[config.mk]
export PLATFORM = sky130hd
export DESIGN_NAME = fifo_rd_framer
export DESIGN_NICKNAME = d
export VERILOG_FILES = /design/src/rtl/fifo_ctrl_pkg.sv /design/src/rtl/rd_skid_buf.sv /design/src/rtl/fifo_rd_framer.sv
export SDC_FILE = /design/constraint.sdc
export NUM_CORES = 1
export LEC_CHECK = 0
export CAP_MARGIN = 25
export CORE_MARGIN = 1
export CORE_UTILIZATION = 41
export CTS_CLUSTER_SIZE = 14
export DETAILED_ROUTE_END_ITERATION = 7
export PLACE_DENSITY_LB_ADDON = 0.05
export SYNTH_ARGS = -nofsm -noshare
export SYNTH_HDL_FRONTEND = slang
export SYNTH_SLANG_ARGS = --single-unit
[constraint.sdc]
create_clock -name i_Rclk -period 2.45 [get_ports i_Rclk]
set_input_delay 0.49 -clock i_Rclk [delete_from_list [all_inputs] [get_ports i_Rclk]]
set_output_delay 0.49 -clock i_Rclk [all_outputs]
set_load 0.1 [all_outputs]
[src/rtl/fifo_ctrl_pkg.sv]
// Shared types and constants for the SerDes FIFO read-side framer.
//   state_t            : framer FSM states
//   K28_5/K27_7/K29_7  : default 8b/10b control symbols for IDLE/SOF/EOF
package fifo_ctrl_pkg;

    typedef enum logic [1:0] {
        S_IDLE = 2'd0,
        S_SOF  = 2'd1,
        S_DATA = 2'd2,
        S_EOF  = 2'd3
    } state_t;

    localparam logic [7:0] K28_5 = 8'hBC;
    localparam logic [7:0] K27_7 = 8'hFB;
    localparam logic [7:0] K29_7 = 8'hFD;

endpackage

[src/rtl/rd_skid_buf.sv]
// Two-entry FIFO that absorbs the one-cycle FIFO read latency.
// Ports:
//   i_Rclk, i_Rrst_n : read clock, async active-low reset
//   i_push           : write i_push_data at the tail
//   i_pop            : drop the head entry (ignored when empty)
//   o_head           : oldest entry (meaningful when o_count != 0)
//   o_count          : occupancy, 0..2
module rd_skid_buf #(
    parameter int unsigned DATA_WIDTH = 8
) (
    input  logic                  i_Rclk,
    input  logic                  i_Rrst_n,
    input  logic                  i_push,
    input  logic [DATA_WIDTH-1:0] i_push_data,
    input  logic                  i_pop,
    output logic [DATA_WIDTH-1:0] o_head,
    output logic [1:0]            o_count
);

    logic [DATA_WIDTH-1:0] slot0;
    logic [DATA_WIDTH-1:0] slot1;
    logic                  do_pop;

    assign do_pop = i_pop && (o_count != 2'd0);
    assign o_head = slot0;

    // slot0 is always the head; slot1 holds the second entry when full
    always_ff @(posedge i_Rclk or negedge i_Rrst_n) begin
        if (!i_Rrst_n) begin
            slot0   <= '0;
            slot1   <= '0;
            o_count <= 2'd0;
        end else begin
            case ({i_push, do_pop})
                2'b10: begin
                    if (o_count == 2'd0) begin
                        slot0 <= i_push_data;
                    end else if (o_count == 2'd1) begin
                        slot1 <= i_push_data;
                    end
                    if (o_count != 2'd2) begin
                        o_count <= o_count + 2'd1;
                    end
                end
                2'b01: begin
                    slot0   <= slot1;
                    o_count <= o_count - 2'd1;
                end
                2'b11: begin
                    // simultaneous push/pop: count unchanged, order kept
                    if (o_count == 2'd1) begin
                        slot0 <= i_push_data;
                    end else begin
                        slot0 <= slot1;
                        slot1 <= i_push_data;
                    end
                end
                default: ;
            endcase
        end
    end

endmodule

[src/rtl/fifo_rd_framer.sv]
// Read-side sequencer: issues FIFO reads, buffers returning words and wraps
// them into IDLE / SOF / data / EOF frames on a ready/valid symbol stream.
// Ports:
//   i_Rclk, i_Rrst_n          : read clock, async active-low reset
//   i_enable                  : allows new frames to start
//   i_empty, o_R_en, i_rdata  : FIFO read port (data one cycle after accept)
//   o_tx_data/o_tx_k/o_tx_valid, i_tx_ready : symbol stream to serializer
//   o_frame_active            : high in SOF/DATA/EOF
//   o_underrun                : one-cycle pulse when a frame ends for lack of data
module fifo_rd_framer
    import fifo_ctrl_pkg::*;
#(
    parameter int unsigned           DATA_WIDTH = 8,
    parameter int unsigned           MAX_BURST  = 16,
    parameter int unsigned           MIN_IDLE   = 2,
    parameter logic [DATA_WIDTH-1:0] IDLE_SYM   = DATA_WIDTH'(K28_5),
    parameter logic [DATA_WIDTH-1:0] SOF_SYM    = DATA_WIDTH'(K27_7),
    parameter logic [DATA_WIDTH-1:0] EOF_SYM    = DATA_WIDTH'(K29_7)
) (
    input  logic                  i_Rclk,
    input  logic                  i_Rrst_n,
    input  logic                  i_enable,
    input  logic                  i_empty,
    output logic                  o_R_en,
    input  logic [DATA_WIDTH-1:0] i_rdata,
    output logic [DATA_WIDTH-1:0] o_tx_data,
    output logic                  o_tx_k,
    output logic                  o_tx_valid,
    input  logic                  i_tx_ready,
    output logic                  o_frame_active,
    output logic                  o_underrun
);

    localparam int unsigned IDLE_CW  = $clog2(MIN_IDLE + 1);
    localparam int unsigned BURST_CW = $clog2(MAX_BURST + 1);

    state_t                state;
    state_t                state_d;
    logic [IDLE_CW-1:0]    idle_cnt;
    logic [IDLE_CW-1:0]    idle_cnt_d;
    logic [BURST_CW-1:0]   burst_cnt;
    logic [BURST_CW-1:0]   burst_cnt_d;
    logic                  inflight;
    logic                  started;
    logic                  underrun_d;
    logic                  xfer;
    logic                  buf_pop;
    logic [1:0]            buf_count;
    logic [DATA_WIDTH-1:0] buf_head;

    rd_skid_buf #(
        .DATA_WIDTH(DATA_WIDTH)
    ) u_skid (
        .i_Rclk      (i_Rclk),
        .i_Rrst_n    (i_Rrst_n),
        .i_push      (inflight),
        .i_push_data (i_rdata),
        .i_pop       (buf_pop),
        .o_head      (buf_head),
        .o_count     (buf_count)
    );

    // Only read while the buffer can still take every outstanding word
    assign o_R_en         = started && ((3'(buf_count) + 3'(inflight)) < 3'd2);
    assign xfer           = o_tx_valid && i_tx_ready;
    assign o_frame_active = (state != S_IDLE);

    // State, counters and read tracking
    always_ff @(posedge i_Rclk or negedge i_Rrst_n) begin
        if (!i_Rrst_n) begin
            state      <= S_IDLE;
            idle_cnt   <= '0;
            burst_cnt  <= '0;
            inflight   <= 1'b0;
            started    <= 1'b0;
            o_underrun <= 1'b0;
        end else begin
            state      <= state_d;
            idle_cnt   <= idle_cnt_d;
            burst_cnt  <= burst_cnt_d;
            inflight   <= o_R_en && !i_empty;
            started    <= 1'b1;
            o_underrun <= underrun_d;
        end
    end

    // Next state and symbol selection
    always_comb begin
        state_d     = state;
        idle_cnt_d  = idle_cnt;
        burst_cnt_d = burst_cnt;
        underrun_d  = 1'b0;
        buf_pop     = 1'b0;
        o_tx_valid  = 1'b0;
        o_tx_data   = IDLE_SYM;
        o_tx_k      = 1'b1;

        case (state)
            S_IDLE: begin
                o_tx_valid = started;
                if (xfer) begin
                    if (idle_cnt != IDLE_CW'(MIN_IDLE)) begin
                        idle_cnt_d = idle_cnt + IDLE_CW'(1);
                    end
                    if ((32'(idle_cnt) + 32'd1 >= MIN_IDLE) && i_enable &&
                        (buf_count != 2'd0)) begin
                        state_d = S_SOF;
                    end
                end
            end
            S_SOF: begin
                o_tx_valid = 1'b1;
                o_tx_data  = SOF_SYM;
                if (xfer) begin
                    state_d     = S_DATA;
                    burst_cnt_d = '0;
                end
            end
            S_DATA: begin
                if (buf_count != 2'd0) begin
                    o_tx_valid = 1'b1;
                    o_tx_data  = buf_head;
                    o_tx_k     = 1'b0;
                    if (xfer) begin
                        buf_pop     = 1'b1;
                        burst_cnt_d = burst_cnt + BURST_CW'(1);
                        if (32'(burst_cnt) + 32'd1 == MAX_BURST) begin
                            state_d = S_EOF;
                        end
                    end
                end else if (!inflight && i_empty) begin
                    // nothing buffered, nothing coming: close the frame early
                    state_d    = S_EOF;
                    underrun_d = 1'b1;
                end
            end
            S_EOF: begin
                o_tx_valid = 1'b1;
                o_tx_data  = EOF_SYM;
                if (xfer) begin
                    state_d    = S_IDLE;
                    idle_cnt_d = '0;
                end
            end
            default: state_d = S_IDLE;
        endcase
    end

endmodule

## After elaboration in Yosys (flattened, before gate mapping)

Cells that the tools add are included.

- Register bits: 30
- Input port bits: 13
- Output and inout port bits: 13

- Add/subtract/negate cells: 7
- $lt $le $gt $ge: 2
- Equality and inequality tests: 24
- Mux-type cells: 36
- Reduce and logical (&&, ||, !) cells: 25

Operator list:

| operator | number |
|---|---|
| $pmux W8 S3 | 2 |
| $mux W8 | 5 |
| $mux W2 | 11 |
| $ne A2 B2 Y1 const B | 11 |
| $pmux W8 S2 | 1 |
| $mux W5 | 3 |
| $reduce_bool A2 Y1 | 6 |
| $pmux W5 S2 | 1 |
| $mux W1 | 9 |
| $ne A3 B3 Y1 const B | 3 |
| $eq A2 B2 Y1 const B | 4 |
| $pmux W2 S2 | 2 |
| $pmux W2 S4 | 1 |
| $reduce_and A4 Y1 | 2 |
| $logic_and A1 B1 Y1 | 7 |
| $reduce_and A7 Y1 | 1 |
| $add A5 B1 Y6 const B | 1 |
| $eq A2 B1 Y1 const B | 3 |
| $eq A6 B5 Y1 const B | 1 |
| $add A5 B1 Y5 const B | 1 |
| $add A2 B1 Y2 const B | 2 |
| $logic_not A2 Y1 | 2 |
| $ne A2 B1 Y1 const B | 2 |
| $reduce_and A2 Y1 | 2 |
| other kinds (10) | 11 |

## Depth between registers and ports, before layout

- Depth in word-level cells: 11
- Mapped depth: 10
- Depth with buffers taken out: 8

## Modules after synthesis

A second synthesis with hierarchy kept.

- Cells, all modules: 176
- Area, all modules: 1774.2 µm²

By module, submodules not included:

| module | instances | cells an instance | area an instance (µm²) | sequential area each (µm²) |
|---|---|---|---|---|
| rd_skid_buf | 1 | 74 | 898.4 | 450.4 |
| fifo_rd_framer | 1 | 102 | 875.8 | 300.3 |

## Least setup slack after synthesis

Ideal clock, no wire load.

- Path kind: register -> output
- Start: register state[0]
- End: output port o_tx_data[3]
- Data arrival time: 2.609 ns
- Required time: 1.960 ns
- Setup slack: -0.649 ns
- Cell stages (with the launch flop): 8
- Cells stage by stage: dfrtp_1 -> inv_1 -> ha_1 -> clkbuf_1 -> nand2_1 -> nand2_1 -> a21oi_1 -> o21bai_1

- Word-level cells in the longest chain between the ends: 2
- Elaborated cells on any way between the ends: 4

RTL lines:

| item | line | source |
|---|---|---|
| start, declared | fifo_rd_framer.sv:37 | `state_t state;` |
| start signal, assigned | fifo_rd_framer.sv:78 | `state <= state_d;` |
| $eq A2 B2 Y1 / $eq A2 B1 Y1 (equally long branches) | fifo_rd_framer.sv:98 | `case (state)` |
| $pmux W8 S3 * | fifo_rd_framer.sv:98 |  |
| end, declared | fifo_rd_framer.sv:26 | `output logic [DATA_WIDTH-1:0] o_tx_data,` |

Every way passes the cells marked *; elsewhere a longest branch is shown, timed or not.

## Worst setup path in the final report

- Start: register state[1]
- End: output port o_tx_valid

- Word-level cells in the longest chain between the ends: 3
- Elaborated cells on any way between the ends: 6

RTL lines:

| item | line | source |
|---|---|---|
| $eq A2 B2 Y1 / $eq A2 B1 Y1 (equally long branches) | fifo_rd_framer.sv:98 |  |
| $reduce_or A2 Y1 (no source line) | - |  |
| $pmux W1 S3 * | fifo_rd_framer.sv:98 |  |
| end, declared | fifo_rd_framer.sv:28 | `output logic o_tx_valid,` |

Marks and branches as above.

==> reports/results.tsv <==
stage	metric	value	unit
global_routing	GRT overflow	0	
cts	register clock-pin slew on the reported worst setup and hold paths	0.07	ns
global_routing	first-pass GRT wire length	6440	µm
yosys	Yosys top cell area share	42.7	%
yosys	Post-Synthesis Cells	180	
global_routing	gr busiest metal	met2	
cts	Clock Root Buffer	clkbuf_8	
yosys	number of synthesized flops with an enable pin	0	
cts	worst-skew pair later-pin latency	0.28	ns
routing	Post-Route WL	3900	µm
routing	Via Count	1414	
global_routing	met2 Track Usage GR	32.5	%
worst_setup_path	slowest stage cell, crit path	dfrtp_2	
timing	worst-margin pin slew	0.864	ns
worst_setup_path	Largest stage delay, worst path	0.45	ns
die	DIE WIDTH	67.5	µm
timing	final hold violations	0	
die	io pins	26	
routing	DRC viols	0	
routing	drt wl/cell	14.9	µm
worst_setup_path	Worst Setup Start Kind	register	
layout	Multi-input gate area	980	µm²
outcome	status	finished, final reports clean	
cts	CTS tree	done	
yosys	syn avg cell area	9.77	µm²
global_routing	vias in the first global route	1374	
yosys	register area share after synthesis	42.7	%
yosys	Mapped Area	0.00176	mm²
routing	Post-DRT Antenna Nets	0	
global_routing	initial antenna violation count	0	
worst_setup_path	Cell Chain, Critical Path	ha_1 -> or2_2 -> nand2b_1 -> o21a_4 -> buf_12	
timing	worst rel slew slack	42.2	%
global_routing	GRT Overall Usage	19.6	%
layout	proportion of layout cells with a drive suffix above 1	27.4	%
placed_design	placed cell count	252	
global_routing	met3 Usage GRT	5.41	%
global_routing	pin count of the biggest net entering global routing	31	
cts	hold buffer count at cts	0	
global_routing	met1 usage	24.1	%
layout	Post-Layout Cell Count	262	
placed_design	GP Congestion	0.790	
placed_design	pre-CTS setup slack	0.264	ns
layout	final design utilization	58.3	%
cts	CTS Buf Count	5	
routing	post-DR vias/cell	5.40	
yosys	Synthesized Nets	204	
layout	Final nets	235	
timing	clock skew	0.00789	ns
cts	TritonCTS sink count	30	
die	Rows	23	
routing	first-iteration detailed-routing DRC count	51	
hold_path	hold crit path type	register to register	
layout	# diodes	0	
worst_setup_path	Worst Path Max Fanout	7	
yosys	top post-synthesis cells by area	dfrtp_1 (43%), ha_1 (7.8%), mux2_2 (5.8%), a21oi_1 (4.6%), nand2_1 (4.3%)	
yosys	Synth cell types	41	
timing	final worst-path cycle share	96.7	%
layout	Finished Cell Area	0.00236	mm²
placed_design	placement-stage cell area	0.00221	mm²
timing	# setup viols final	0	
yosys	Synth Register Bits	30	
cts	# H-tree levels	2	
routing	Initial DRT Pass Iterations	4	
timing	Fmax	0.422	GHz
placed_design	PortBufs	25	
die	Starting Density	43.4	%
layout	Fill cells	345	
job	Max Cap Viol	0	
yosys	biggest area consumer among synthesized cells	dfrtp_1	
worst_setup_path	CP Capture Type	output port	
cts	Max clock buf depth	2	
worst_setup_path	CP arrival	1.88	ns
worst_setup_path	Req. time, crit path	1.96	ns
timing	min Tclk post-route	2.37	ns
die	Core ar.	0.00406	mm²
placed_design	hpwl dp	2850	µm
timing	RSZ-0062 raised after global routing	false	
yosys	Ys Warns	0	
timing	final worst setup slack	0.0802	ns
die	Die Height	67.5	µm
yosys	top_reg_cell synth	dfrtp_1	
timing	pins over their slew limit	0	
yosys	Synth async-reset ratio	100	%
layout	register area	752	µm²
die	Die ar.	0.00456	mm²
layout	Layout area overhead	34.4	%
worst_setup_path	Setup CP Type	register to output port	
## cells by family (layout without fill, tap and decap cells)
kind of cell,Yosys count,after routing,synth area share [%]
AND/OR/NAND/NOR,53,53,17.0
flip-flops,30,30,42.7
other,1,1,0.213
adder cells (fa/ha/maj),11,11,7.82
AO/OA/AOI/OAI,47,47,16.1
XOR/XNOR,4,4,2.42
buffers and inverters,22,54,6.26
multiplexers,12,12,7.47
## synthesized netlist by cell type, types with 2 or more instances
master,count
dfrtp_1,30
nand2_1,20
a21oi_1,16
inv_1,16
ha_1,11
o21ai_0,10
mux2_2,9
nor2_1,9
o22ai_1,8
nor2b_1,4
o21bai_1,4
buf_6,3
mux2i_1,3
nand3_1,3
nor3_1,3
a211oi_1,2
and3_1,2
nand3b_1,2
nor3b_1,2
xor2_1,2
## state kept, by name (all words and copies together) (netlist names)
name and cells:
state 2, o_underrun 1, u_skid.o_head 8, burst_cnt 5, idle_cnt 2, started 1
u_skid.o_count 2, inflight 1, u_skid.slot1 8
## cell type report
| class | count | area share (%) |
|---|---|---|
| multi-input cells | 128 | 41.4 |
| repair buffers | 30 | 16.8 |
| clock buffers | 6 | 3.07 |
| flip-flops and latches | 30 | 31.8 |
| well taps | 50 | 2.65 |
| clock inverters | 2 | 1.59 |
| inverters | 16 | 2.70 |
## layer usage
metal  part of all wire (%)  vias to the layer above
met1                     44                      694
met3                    4.3                        4
met2                     51                       32
met4                   0.97                        0
li1                       -                      684
met5                      0                        -
## placed cells by master (no fill, tap or decap), drive strengths merged, types with 8 or more instances in the layout
master / instances
clkdlybuf4s50: 12
dfrtp: 30
o22ai: 8
buf: 18
a21oi: 17
inv: 15
nand2: 20
o21ai: 10
mux2: 9
ha: 11
nor2: 9
## stage by stage
step           hold WS (ns)  TNS [ns]
2_1_floorplan         0.194    -0.111
3_3_place_gp          0.488         0
3_5_place_dp          0.497         0
4_1_cts               0.512  -0.00767
5_1_grt               0.530         0
6_report              0.508         0
## timing repair
item	CTS	global route
endpoints found under the setup margin	4	5
resized for setup	1	8
setup buffers	1	1
pin swaps	0	1
## critical path, delay by kind of cell, from the launching register on
kind / cells / cell delay (ns)
and+or+nand+nor: 2 / 0.50
DFF: 1 / 0.45
buffers and inverters: 1 / 0.16
AOI/OAI and AO/OA: 1 / 0.21
adders and majority gates: 1 / 0.27
## worst paths after layout
kind,slack [ns],endpoint,cells past startpoint,startpoint
setup / recovery,0.08,o_tx_valid,5,state[1]
hold / removal,0.51,u_skid.slot1[3],1,u_skid.slot1[3]
setup reg to reg,0.24,u_skid.slot1[5],7,state[1]
hold reg to reg,0.51,u_skid.slot1[3],1,u_skid.slot1[3]
max in group asynchronous,1.56,state[1],2,i_Rrst_n
min in group asynchronous,0.59,burst_cnt[3],2,i_Rrst_n
Power is left out: the tool's default activity adds up to more than one toggle a clock period on the data nets, which glitch-free logic cannot reach.
